### src/rtl/mult_div_unit.sv
// Iterative radix-2 multiply/divide unit producing the 64-bit HI/LO result for MULT, MULTU, DIV and DIVU.
// One operation in flight: WIDTH shift-add/restoring steps on magnitudes, then one sign-fix cycle.
module mult_div_unit #(
  parameter int WIDTH = 32
) (
  input  logic             clk,
  input  logic             reset,
  input  logic             clk_enable,
  input  logic             start,
  input  logic [1:0]       op,
  input  logic [WIDTH-1:0] operand_a,
  input  logic [WIDTH-1:0] operand_b,
  output logic             busy,
  output logic             done,
  output logic [WIDTH-1:0] hi_out,
  output logic [WIDTH-1:0] lo_out,
  output logic             div_by_zero
);

  localparam int CW = (WIDTH > 1) ? $clog2(WIDTH) : 1;
  localparam logic [CW-1:0] LAST_STEP = CW'(WIDTH - 1);

  typedef enum logic [1:0] {IDLE, CALC, FIX} state_t;

  state_t           state, state_next;
  logic [CW-1:0]    counter;
  logic             is_div;
  logic             neg_q;
  logic             neg_r;
  logic [WIDTH-1:0] a_raw;
  logic [WIDTH-1:0] b_mag;
  logic [WIDTH-1:0] hi_work;
  logic [WIDTH-1:0] lo_work;

  logic             a_neg, b_neg;
  logic [WIDTH-1:0] a_abs, b_abs;
  logic [WIDTH:0]   mul_sum;
  logic [WIDTH:0]   div_shift;
  logic [WIDTH-1:0] div_diff;
  logic [WIDTH-1:0] hi_step, lo_step;
  logic [2*WIDTH-1:0] prod_fix;
  logic [WIDTH-1:0] hi_fix, lo_fix;
  logic             dz_fix;

  always_ff @(posedge clk or posedge reset) begin
    if (reset) begin
      state <= IDLE;
    end else if (clk_enable) begin
      state <= state_next;
    end
  end

  always_comb begin
    state_next = state;
    unique case (state)
      IDLE:    if (start) state_next = CALC;
      CALC:    if (counter == LAST_STEP) state_next = FIX;
      FIX:     state_next = IDLE;
      default: state_next = IDLE;
    endcase
  end

  assign busy = (state != IDLE);

  // Signed ops work on magnitudes; unsigned ops take the operands as-is.
  always_comb begin
    a_neg = ~op[0] & operand_a[WIDTH-1];
    b_neg = ~op[0] & operand_b[WIDTH-1];
    a_abs = a_neg ? (~operand_a + 1'b1) : operand_a;
    b_abs = b_neg ? (~operand_b + 1'b1) : operand_b;
  end

  // One iteration: multiply keeps {partial, multiplier} shifting right;
  // divide keeps {remainder, dividend/quotient} shifting left.
  always_comb begin
    mul_sum   = {1'b0, hi_work} + (lo_work[0] ? {1'b0, b_mag} : {(WIDTH+1){1'b0}});
    div_shift = {hi_work, lo_work[WIDTH-1]};
    div_diff  = div_shift[WIDTH-1:0] - b_mag;
    hi_step   = mul_sum[WIDTH:1];
    lo_step   = {mul_sum[0], lo_work[WIDTH-1:1]};
    if (is_div) begin
      if (div_shift >= {1'b0, b_mag}) begin
        hi_step = div_diff;
        lo_step = {lo_work[WIDTH-2:0], 1'b1};
      end else begin
        hi_step = div_shift[WIDTH-1:0];
        lo_step = {lo_work[WIDTH-2:0], 1'b0};
      end
    end
  end

  // Divide by zero bypasses the iterated result and reports the raw dividend.
  always_comb begin
    prod_fix = neg_q ? (~{hi_work, lo_work} + 1'b1) : {hi_work, lo_work};
    hi_fix   = prod_fix[2*WIDTH-1:WIDTH];
    lo_fix   = prod_fix[WIDTH-1:0];
    dz_fix   = 1'b0;
    if (is_div) begin
      if (b_mag == '0) begin
        hi_fix = a_raw;
        lo_fix = '1;
        dz_fix = 1'b1;
      end else begin
        hi_fix = neg_r ? (~hi_work + 1'b1) : hi_work;
        lo_fix = neg_q ? (~lo_work + 1'b1) : lo_work;
      end
    end
  end

  always_ff @(posedge clk or posedge reset) begin
    if (reset) begin
      counter     <= '0;
      is_div      <= 1'b0;
      neg_q       <= 1'b0;
      neg_r       <= 1'b0;
      a_raw       <= '0;
      b_mag       <= '0;
      hi_work     <= '0;
      lo_work     <= '0;
      hi_out      <= '0;
      lo_out      <= '0;
      div_by_zero <= 1'b0;
      done        <= 1'b0;
    end else if (clk_enable) begin
      done <= 1'b0;
      unique case (state)
        IDLE: begin
          if (start) begin
            is_div  <= op[1];
            neg_q   <= a_neg ^ b_neg;
            neg_r   <= a_neg;
            a_raw   <= operand_a;
            b_mag   <= b_abs;
            hi_work <= '0;
            lo_work <= a_abs;
            counter <= '0;
          end
        end
        CALC: begin
          hi_work <= hi_step;
          lo_work <= lo_step;
          counter <= counter + 1'b1;
        end
        FIX: begin
          hi_out      <= hi_fix;
          lo_out      <= lo_fix;
          div_by_zero <= dz_fix;
          done        <= 1'b1;
        end
        default: ;
      endcase
    end
  end

endmodule

### config.mk
export PLATFORM = sky130hd
export DESIGN_NAME = mult_div_unit
export DESIGN_NICKNAME = d
export VERILOG_FILES = /design/src/rtl/mult_div_unit.sv
export SDC_FILE = /design/constraint.sdc
export NUM_CORES = 1
export LEC_CHECK = 0
export CAP_MARGIN = 30
export CORE_MARGIN = 2
export CORE_UTILIZATION = 50
export DETAILED_ROUTE_END_ITERATION = 12
export GPL_TIMING_DRIVEN = 0
export PLACE_DENSITY_LB_ADDON = 0.25
export SLEW_MARGIN = 5
export SYNTH_ARGS = -nofsm -noshare
export SYNTH_HDL_FRONTEND = slang
export SYNTH_SLANG_ARGS = --single-unit
### constraint.sdc
create_clock -name clk -period 8.3 [get_ports clk]
set_clock_uncertainty 0.15 [all_clocks]
set_input_delay 1.66 -clock clk [delete_from_list [all_inputs] [get_ports clk]]
set_output_delay 1.66 -clock clk [all_outputs]
set_load 0.05 [all_outputs]
# Word level (Yosys, flattened, before mapping)
# Index checks and enable logic that the tools add are counted.
# Widths: inputs -> output; s select.
# totals
reg_bits	204
# op_classes
n_addsub	8
n_lt_le_gt_ge	1
n_eq_ne	5
n_mux	26
bitwise	9
reduce_logical	8
# ops
cell	n
$mux 32	14
$add 32x1->32 const B	4
$not 32->32	4
$pmux 32 s2	2
$add 64x1->64 const B	1
$mux 64	1
$not 64->64	1
$add 32x32->33	1
$ge 33x32->1	1
$logic_not 32->1	1
$sub 32x32->32	1
$pmux 5 s2	1
$reduce_and 3->1	3
$add 5x1->5 const B	1
$eq 5x5->1 const B	1
$mux 5	1
$mux 1	4
$mux 2	2
$ne 2x2->1 const B	2
$pmux 2 s2	1
$reduce_bool 2->1	2
$and 1x1->1	2
$eq 2x1->1 const B	1
$eq 2x2->1 const B	1
other kinds (4)	4

# Logic depth before layout (Yosys ltp)
# Gate-level depths: netlist (run 1).
# logic_depth
ltp_word	5
ltp_mapped	14
mapped_depth_nobuf	13

# Worst setup path after synthesis (run 1)
# OpenSTA, ideal clock, no wires.
# synth_path
path_kind	input to register
from	input operand_b[4]
to	register b_mag[30]
setup_ps	134
t_arrival_ps	3717
required_time_ps	8016
slack_ps	4299
stages	9
path_buffers	0
cell_sequence	or4_4 -> or4_1 -> nor2b_1 -> nand2_1 -> nor4_2 -> a31o_2 -> nand2_1 -> xnor2_1 -> o21ai_0
# synth_via
elab_chain_cells	3
# synth_lines
item	line_no	source
start: declaration	12	input logic [WIDTH-1:0] operand_b,
$not 32->32	70	b_abs = b_neg ? (~operand_b + 1'b1) : operand_b;
$add 32x1->32	70	
$mux 32	70	
end signal: assignment	133	b_mag <= b_abs;
end: declaration	31	logic [WIDTH-1:0] b_mag;
# No other way between the ends.
# A chain may end at the register's enable or synchronous reset.

# Final worst setup path (run 1)
# layout_path
from	input start
to	register lo_work[31]
# layout_via
elab_chain_cells	2
# layout_lines
item	line_no	source
start: declaration	9	input logic start,
$ne 2x2->1 (no source line)	n/a	
$reduce_and 3->1 (no source line)	n/a	
end signal: assignment	135	lo_work <= a_abs;
end signal: assignment	141	lo_work <= lo_step;
end: declaration	33	logic [WIDTH-1:0] lo_work;
# No other way between the ends.

==> summary.md, run 1 <==
| Metric | Value |
|---|---|
| Clock root buffer | clkbuf_16 |
| Hpwl dp | between 40000 and 50000 um |
| PortBufs | 135 |
| Synth Cell Area | 16080 sq um |
| Most frequent cell after synthesis | nand2_1 |
| Synth unique cells | 83 |
| Count of clock tree sinks | 204 |
| Setup violators final | 0 |
| GR Util met2 | 57.86% |
| Hold Violations, Final | 0 |
| Leakage | 8.216 nW |
| Pins Over Slew Limit | 0 |
| Number of antenna violations at the first check in global routing | 0 |
| Sequential share of the synthesized area | a little under a third |
| Post-CTS Setup Bufs | 0 |
| Max VDD drop | around 260 uV |
| Max clock buf depth | 3 |
| Die X | between 150 and 200 um |
| Vias in the first global route | 15350 |
| Drt first pass iters | 5 |
| Largest cells by area after synthesis | dfrtp_1 32%, nand2_1 7.2%, o21ai_0 6.9% |
| Die ar. | 33620 sq um |
| Top cells by count, synth | 307 x nand2_1, 222 x o21ai_0, 204 x dfrtp_1 |
| Outcome | finished, final reports clean |
| Area growth syn-to-layout | 17.57% |
| First-pass GRT wire length | 86660 um |
| Most used DFF post-synth | dfrtp_1 |
| RSZ-0062 raised after global routing | false |
| Mapped Nets | 2192 |
| Clk slew on worst S/H paths | 0.06 ns |
| Core area | 31640 sq um |
| Worst slew pin tran | between 1 and 1.5 ns |
| Mapped Cells | around 2100 |
| ANT cells | 0 |
| Largest net degree at the start of global routing | 117 |
| Worst EP arrival | 4.95 ns |
| Pre-CTS WS | 3.259 ns |
| Grt peak-use layer | met2 |
| CTS tree | built |
| WS Path Type | in2reg |
| Ys Warns | 0 |
| Standard-cell row count | 65 |
| Pwr/cell area | 389.1 nW/um^2 |
| HP Start | a_raw[17] |
| CTS HTree Levels | 1 |
| Proportion of layout cells with a drive suffix above 1 | 4.653% |
| Skew-Pair Late Insertion Delay | roughly 0.56 ns |
| I/O Pins | 137 |
| Largest area contributor in the netlist | dfrtp_1 |
| WL/cell | 21.35 um |
| Initial DRC Count | between 1000 and 1500 |
| Minimum clock period | between 4 and 5 ns |
| Reg2Reg Setup Slack | 3.73 ns |
| Nets | around 2400 |
| Worst r2r path cells | 13 |
| Min-Delay Path Class | reg2reg |
| Via/cell ratio | 6.078 |
| Post-synth EDFFs | 0 |
| Max_slew headroom | between 20% and 30% |
| Post-synth ARST share | 100.0% |
| Crit path launch type | input pin |
| Worst-path maximum fanout | 10 |
| Post-CTS Resized | 0 |
| Critical Path Start | start |
| Vias | 16030 |
| Die Y-Extent | 183.4 um |
| Reg-to-Reg Start | lo_work[0] |
| CTS Buf Count | 26 |
| Achievable frequency | around 0.21 GHz |
| Final wirelength | 56290 um |
| Gpl congestion | 0.9611 |
| Tot Pwr | 0.007357 W |
| Hold buffer count at cts | 0 |
| Syn Area/Cell | approximately 7.8 sq um |
| Post-layout util | 59.77% |
| FF+latch count, synth | just over 200 |
| Met1 global-route usage | 41.27% |
| Number of remaining DRC errors | 0 |
| Initial Util | 50.84% |
| R2R Path End | hi_work[29] |
| Crit path required time | 8.54 ns |
| Final worst-path cycle share | 56.74% |
| GRT overflow | 0 |
| Routed Antenna Nets | 0 |
| Post-synth top area share | between 30% and 40% |
| Setup ws final | 3.591 ns |
| Hold Crit Depth | 2 |
| All-Layer GR Usage | 33.28% |
| Maxcap violations | 0 |
| Crit end category | flop |
| Met3 usage | roughly 4.0% |
| Worst Hold End | a_raw[17] |
kinds of logic after synthesis:
family                     share of synthesized area (%)
and+or+nand+nor                                    19.77
AOI/OAI and AO/OA                                  24.19
buffers and inverters                              5.578
DFF                                                31.74
xor gates and xnor gates                           10.73
adders and majority gates                          5.694
muxes                                              2.310
power breakdown:
part           internal [W]  switching, W
Combinational       0.00163       0.00283
Sequential          0.00132      0.000361
Clock              0.000740      0.000467
sequential cells by signal (all words and copies together) (netlist names):
register     flops
is_div           1
hi_out          32
neg_r            1
lo_out          32
a_raw           32
b_mag           32
div_by_zero      1
lo_work         32
neg_q            1
done             1
counter          5
state            2
hi_work         32
how the worst max path moves through the flow:
| stage | cells after the start | endpoint | slack (ns) |
|---|---|---|---|
| final | 6 | lo_work[31] | 3.59 |
| after CTS | 6 | lo_work[31] | 3.75 |
| after global placement | 2 | b_mag[31] | -1.97 |
| after detailed placement | 7 | hi_work[29] | 3.26 |
| after global routing | 13 | hi_work[29] | 3.51 |
| after floorplan | 1 | a_raw[0] | 0.92 |
cells in the final DEF, fill, tap and decap left out, drive strengths merged, types with 8 or more instances in the layout:
cell	netlist	routed
a211oi	35	35
a21o	33	33
a21oi	160	160
a22oi	16	16
a31oi	23	23
and3	18	18
buf	25	26
clkbuf	128	164
clkdlybuf4s50	0	135
clkinv	0	8
dfrtp	204	204
ha	70	70
inv	74	74
mux2i	36	36
nand2	307	307
nand2b	17	17
nand3	25	25
nand4	24	24
nor2	174	174
nor2b	10	10
nor3	22	22
nor4	26	26
o211ai	9	9
o21ai	240	240
o21bai	10	10
o31ai	31	31
o41ai	19	19
or2	10	10
or3	11	11
or4	17	17
xnor2	87	87
xor2	110	110
layout make-up:
class	count	area, sq um
buffer	153	619.3
clock buffer	36	768.2
inverter	74	285.3
fill	2902	12730
timing repair buffer	137	1390
clock inverter	12	156.4
sequential	204	5105
tap	402	503.0
multi-input combinational	1619	10080
routing by layer:
layer	wire length (um)	share of wire, %	up-vias
li1	-	-	7577
met3	3700	6.6	157
met4	2937	5.2	0
met1	22690	40	7585
met5	0	0	-
met2	26960	48	708
through the flow:
stage	area (sq um)	instances	TNS [ns]	hold slack, ns
2_1_floorplan	16080	2050	0	0.2904
3_3_place_gp	17940	2587	-396.07	0.3063
3_5_place_dp	17980	2589	0	0.3084
4_1_cts	18910	2637	0	0.3225
5_1_grt	18910	2637	0	0.3443
6_report	18910	2637	0	0.3214
critical path, cell delays in order:
cell and delay, ns:
clkdlybuf4s50_1 0.46, o21ai_0 0.48, clkbuf_1 0.66, buf_1 0.79, clkbuf_1 0.70, a21oi_1 0.18
Note: power is estimated with default switching activity, not from simulation.
==> inputs of run 2 (changes only) <==
- clock period: 8.3 -> 4.8 ns (I/O delays scaled with it)
==> run 2 against run 1 <==
Effect of this change:
- register-to-register slack lost 3.3 ns
- non-clock buffer count up 6
- first-iteration DRC count rose by 19%
- global-route usage down 0.23 points
- hold slack improved by 0.0053 ns
- sequential cell count did not move
- largest power group unchanged
==> summary.md, run 2 (same netlist as run 1, synthesis figures left out) <==
| Metric | Value |
|---|---|
| Achievable frequency | roughly 0.23 GHz |
| All-Layer GR Usage | 33.05% (was 33.28%) |
| Vias | 15950 (was 16030) |
| # fillers | 2911 (was 2902) |
| Pins Over Slew Limit | 0 (unchanged) |
| Setup violators final | 0 (unchanged) |
| HP Start | a_raw[0] (was a_raw[17]) |
| Worst EP arrival | 4.62 ns (was 4.95 ns) |
| Commonest non-fill, non-tap cell in the layout | nand2_1 (unchanged) |
| Initial Util | 50.84% (unchanged) |
| Crit path required time | 5.05 ns (was 8.54 ns) |
| Power share of the clock group | 15.4% (was 16.4%) |
| CTS Buf Count | 25 (was 26) |
| Standard-cell row count | 65 (unchanged) |
| Final worst-path cycle share | 91.08% |
| PortBufs | 135 (unchanged) |
| Core area | 31640 sq um (unchanged) |
| GRT overflow | 0 (unchanged) |
| Hold buffer count at cts | 0 (unchanged) |
| Pwr/cell area | 664.8 nW/um^2 (was 389.1 nW/um^2) |
| Cell Int Power | 0.006259 W (was 0.003696 W) |
| Die X | 183.4 um (unchanged) |
| Vias in the first global route | 15420 (was 15350) |
| CTS HTree Levels | 1 (unchanged) |
| Largest net degree at the start of global routing | 41 (was 117) |
| Min-Delay Path Class | reg2reg (unchanged) |
| Max clock buf depth | 3 (unchanged) |
| Area growth syn-to-layout | 17.71% (was 17.57%) |
| Reg-to-Reg Start | lo_work[0] (unchanged) |
| Proportion of layout cells with a drive suffix above 1 | 4.913% (was 4.653%) |
| Design Area, Final | 18930 sq um (was 18910 sq um) |
| CTS tree | built (unchanged) |
| I/O Pins | 137 (unchanged) |
| Initial DRC Count | 1414 (was 1187) |
| Crit path launch type | flop (was input pin) |
| Crit end category | flop (unchanged) |
| Maxcap violations | 0 (unchanged) |
| Nets | 2362 (was 2357) |
| R2R Path End | hi_work[29] (unchanged) |
| WL/cell | 21.27 um (was 21.35 um) |
| Clk slew on worst S/H paths | 0.06 ns (about the same) |
| Routed Antenna Nets | 0 (unchanged) |
| Outcome | finished, final reports clean (unchanged) |
| Max_slew headroom | 26.86% (was 27.87%) |
| Die ar. | 33620 sq um (unchanged) |
| RSZ-0062 raised after global routing | false (unchanged) |
| Sw frac | 50.27% (was 49.76%) |
| Via/cell ratio | 6.040 (was 6.078) |
| WS Path Type | reg2reg (was in2reg) |
| Final wirelength | 56180 um (was 56290 um) |
| Gpl congestion | 0.9778 (was 0.9611) |
| Sw power | 0.006328 W (was 0.003661 W) |
| Drt first pass iters | 6 (was 5) |
| First-pass GRT wire length | 86160 um (was 86660 um) |
| Leakage | 8.221 nW (was 8.216 nW) |
| Count of clock tree sinks | 204 (unchanged) |
| Dpl cell area | 18080 sq um (was 17980 sq um) |
| Hold Violations, Final | 0 (unchanged) |
| Minimum clock period | 4.372 ns |
| Post-Route Setup TNS | 0 ns (unchanged) |
| Skew-Pair Late Insertion Delay | 0.55 ns (was 0.56 ns) |
| Worst Hold End | a_raw[0] (was a_raw[17]) |
| Worst r2r path cells | 13 (unchanged) |
| Hold Crit Depth | 2 (unchanged) |
| Max VDD drop | 343.7 uV (was 258.2 uV) |
| Hpwl dp | 43950 um (was 43760 um) |
| Area of the multi-input gates | 10090 sq um (was 10080 sq um) |
| Die Y-Extent | 183.4 um (unchanged) |
| Number of antenna violations at the first check in global routing | 0 (unchanged) |
| Most frequent cells in the layout | 307 x nand2_1, 222 x o21ai_0, 204 x dfrtp_1, 174 x nor2_1, 160 x a21oi_1 (unchanged) |
| Sequential cell area | 5105 sq um (unchanged) |
| Clock root buffer | clkbuf_16 (unchanged) |
| ANT cells | 0 (unchanged) |
| Flop pwr share | 23.1% (was 22.9%) |
| Combinational fraction of design power | 61.5% (was 60.7%) |
| Number of remaining DRC errors | 0 (unchanged) |
| Reg2Reg Setup Slack | 0.43 ns (was 3.73 ns) |
| Worst-path maximum fanout | 10 (unchanged) |
| Worst slew pin tran | 1.093 ns (was 1.082 ns) |
==> run 2: how the worst max path moves through the flow <==
| stage | start | end | slack, ns | cells past startpoint |
|---|---|---|---|---|
| after global routing | lo_work[0] | hi_work[29] | 0.22 | 13 |
| after detailed placement | lo_work[0] | hi_work[29] | 0.32 | 13 |
| after floorplan | reset | a_raw[0] | 1.05 | 1 |
| after global placement | reset | b_mag[30] | -0.65 | 2 |
| final | lo_work[0] | hi_work[29] | 0.43 | 13 |
| after CTS | lo_work[0] | hi_work[29] | 0.30 | 13 |
==> run 2: repair_timing <==
item                                    CTS  global route
gates resized for setup                   0             1
endpoints found under the setup margin    0             1
setup buffers                             0             0
==> run 2: routing by layer <==
| layer | up-vias | share of wire, % | track usage [%] |
|---|---|---|---|
| li1 | 7581 | - | - |
| met1 | 7467 | 40 | 40.54 |
| met2 | 733 | 47 | 56.58 |
| met3 | 170 | 7.1 | 4.349 |
| met4 | 0 | 5.9 | 17.82 |
| met5 | - | 0 | 0 |
==> run 2: through the flow <==
step	total power [W]	util (%)	hold slack, ns	std cells	setup WS [ns]
finish	0.01259	59.84	0.3266	2641	0.4279
detailed placement	0.01046	57.15	0.3130	2594	0.3239
CTS	0.01243	59.79	0.3290	2640	0.2969
floorplan	0.008309	-	0.2904	2050	1.046
global route	0.01348	59.84	0.3545	2641	0.2226
global placement	0.01032	56.71	0.3067	2587	-0.6527
==> run 2: power by group through the flow <==
stage	combinational [W]	sequential [W]	clock, W
2_1_floorplan	0.00548	0.00283	0
3_3_place_gp	0.00743	0.00289	0
3_5_place_dp	0.00756	0.00291	0
4_1_cts	0.00759	0.00289	0.00195
5_1_grt	0.00849	0.00298	0.00202
6_report	0.00774	0.00291	0.00194
==> run 2: final cells by class <==
type | instances | share of cell area, %
clock buffers | 30 | 3.615
clock inverters | 16 | 0.7931
repair buffers | 143 | 7.931
flip-flops and latches | 204 | 26.96
plain buffers | 153 | 3.271
multi-input cells | 1619 | 53.28
inverters | 74 | 1.487
well taps | 402 | 2.657
==> run 2: worst max-delay path: stages (launching register included) <==
cell and delay (ns):
dfrtp_1 0.49, inv_1 0.34, clkbuf_1 0.39, nor2_1 0.11, ha_1 0.36, o211ai_1 0.18
a21oi_1 0.06, a211oi_1 0.46, o21ai_1 0.36, a211oi_2 0.42, o21ai_0 0.26, a311o_1 0.41
a21oi_1 0.16, o31ai_1 0.09
==> inputs of run 3 (changes only) <==
- REMOVE_ABC_BUFFERS: not set -> 1
==> run 3 against run 2 <==
Effect of this change:
- worst setup slack gained 0.13 ns
- largest power group unchanged
- non-clock buffer count is 145 lower
- first-iteration DRC count decreased by 14%
- via count down 6.4%
- utilization is 1.3 points lower
- clock-buffer cell count grew 8
==> summary.md, run 3 (same netlist as run 1, synthesis figures left out) <==
| Metric | Value |
|---|---|
| Pwr/cell area | 652.2 nW/um^2 (was 664.8 nW/um^2) |
| Gpl congestion | 0.9298 (was 0.9778) |
| Hpwl dp | 33160 um (was 43950 um) |
| Setup violators final | 0 (unchanged) |
| Routed Antenna Nets | 0 (unchanged) |
| Crit path launch type | flop (unchanged) |
| Min-Delay Path Class | reg2reg (unchanged) |
| Via/cell ratio | 5.987 (was 6.040) |
| Design Area, Final | 18510 sq um (was 18930 sq um) |
| All-Layer GR Usage | 26.29% (was 33.05%) |
| Post-CTS Setup Bufs | 0 (unchanged) |
| RSZ-0062 raised after global routing | false (unchanged) |
| Outcome | finished, final reports clean (unchanged) |
| Clock root buffer | clkbuf_16 (unchanged) |
| Hold buffer count at cts | 0 (unchanged) |
| Dpl cell area | 17670 sq um (was 18080 sq um) |
| Minimum clock period | 4.246 ns (was 4.372 ns) |
| Die ar. | 33620 sq um (unchanged) |
| Most frequent cells in the layout | 307 x nand2_1, 221 x o21ai_0, 202 x dfrtp_1, 172 x nor2_1, 160 x a21oi_1 (was 307 x nand2_1, 222 x o21ai_0, 204 x dfrtp_1, 174 x nor2_1, 160 x a21oi_1) |
| Worst-path maximum fanout | 30 (was 10) |
| Max_slew headroom | 30.58% (was 26.86%) |
| WL/cell | 18.08 um (was 21.27 um) |
| Initial DRC Count | 1212 (was 1414) |
| Drt first pass iters | 5 (was 6) |
| Hold slack | 0.3318 ns (was 0.3266 ns) |
| Proportion of layout cells with a drive suffix above 1 | 5.019% (was 4.913%) |
| Achievable frequency | 0.2355 GHz (was 0.2287 GHz) |
| CTS tree | built (unchanged) |
| Pins Over Slew Limit | 0 (unchanged) |
| Crit path required time | 5.04 ns (was 5.05 ns) |
| Sequential cell area | 5110 sq um (was 5105 sq um) |
| Vias | 14930 (was 15950) |
| CTS Buf Count | 24 (was 25) |
| Clk slew on worst S/H paths | 0.06 ns (about the same) |
| Vias in the first global route | 13940 (was 15420) |
| ANT cells | 0 (unchanged) |
| Area growth syn-to-layout | 15.10% (was 17.71%) |
| PortBufs | 136 (was 135) |
| Crit end category | flop (unchanged) |
| First-pass GRT wire length | 72370 um (was 86160 um) |
| Leakage | 8.077 nW (was 8.221 nW) |
| Hold Violations, Final | 0 (unchanged) |
| Initial Util | 50.84% (unchanged) |
| Number of antenna violations at the first check in global routing | 0 (unchanged) |
| Standard-cell row count | 65 (unchanged) |
| WS Path Type | reg2reg (unchanged) |
| Worst slew pin tran | 1.039 ns (was 1.093 ns) |
| Die Y-Extent | 183.4 um (unchanged) |
| Die X | 183.4 um (unchanged) |
| Worst EP arrival | 4.48 ns (was 4.62 ns) |
| # fillers | 2864 (was 2911) |
| Post-CTS Resized | 0 (unchanged) |
| Count of clock tree sinks | 204 (unchanged) |
| Max clock buf depth | 3 (unchanged) |
| Core area | 31640 sq um (unchanged) |
| Number of remaining DRC errors | 0 (unchanged) |
| Maxcap violations | 0 (unchanged) |
| Nets | 2216 (was 2362) |
| Area of the multi-input gates | 10140 sq um (was 10090 sq um) |
| Largest net degree at the start of global routing | 121 (was 41) |
| GRT overflow | 0 (unchanged) |
| Skew-Pair Late Insertion Delay | 0.53 ns (was 0.55 ns) |
| I/O Pins | 137 (unchanged) |
| Final wirelength | 45100 um (was 56180 um) |
| CTS HTree Levels | 1 (unchanged) |
| Commonest non-fill, non-tap cell in the layout | nand2_1 (unchanged) |
| Final worst-path cycle share | 88.45% (was 91.08%) |
| Max VDD drop | 340.8 uV (was 343.7 uV) |
[run 3: cell type report]
cell class                      count  share of cell area [%]
Clock buffer                       38                   4.075
Clock inverter                      6                  0.3514
Inverter                           74                   1.541
Multi-Input combinational cell   1619                   54.76
Sequential cell                   204                   27.60
Tap cell                          402                   2.717
Timing Repair Buffer              151                   8.948
[run 3: worst paths after layout]
path / startpoint / to / slack, ns / cells past startpoint
worst max-delay path: lo_work[0] / hi_work[29] / 0.55 / 13
worst min-delay path: hi_out[29] / hi_out[29] / 0.33 / 2
worst max register to register: lo_work[0] / hi_work[29] / 0.55 / 13
worst min register to register: hi_out[29] / hi_out[29] / 0.33 / 2
max in group asynchronous: reset / is_div / 2.70 / 3
min in group asynchronous: reset / lo_out[4] / 0.86 / 2
[run 3: metal layers]
layer / vias up / wire length (um) / share of wire (%) / track usage, %
li1: 7282 / - / - / -
met1: 6976 / 20050 / 44 / 35.96
met2: 585 / 20950 / 46 / 44.27
met3: 88 / 2828 / 6.3 / 2.284
met4: 0 / 1274 / 2.8 / 8.096
met5: - / 0 / 0 / 0
[run 3: metrics by stage]
| stage | std cells | util (%) | power (W) | setup TNS [ns] | setup slack (ns) |
|---|---|---|---|---|---|
| after floorplan | 1897 | - | 0.008103 | -504.15 | -2.142 |
| after global placement | 2435 | 54.78 | 0.009519 | -1326.22 | -5.429 |
| after detailed placement | 2449 | 55.84 | 0.01007 | 0 | 0.5768 |
| after CTS | 2493 | 58.43 | 0.01199 | 0 | 0.5618 |
| after global routing | 2494 | 58.52 | 0.01302 | 0 | 0.3440 |
| final | 2494 | 58.52 | 0.01207 | 0 | 0.5544 |
[run 3: where the power goes]
part	total (W)	switching, W	leakage, nW	internal, W
clock	0.00189	0.000756	0.402	0.00113
sequential	0.00331	0.00102	2.61	0.00229
combinational	0.00688	0.00404	5.07	0.00284
total	0.0121	0.00582	8.08	0.00626
[run 3: critical path, cell delays in order, from the launching register on]
cell	delay [ns]
dfrtp_1	0.47
inv_1	0.26
buf_16	0.21
nor2_1	0.07
ha_1	0.34
o211ai_1	0.17
a21oi_1	0.06
a211oi_1	0.47
o21ai_1	0.33
a211oi_1	0.55
o21ai_0	0.33
a311o_1	0.41
a21oi_1	0.17
o31ai_1	0.10
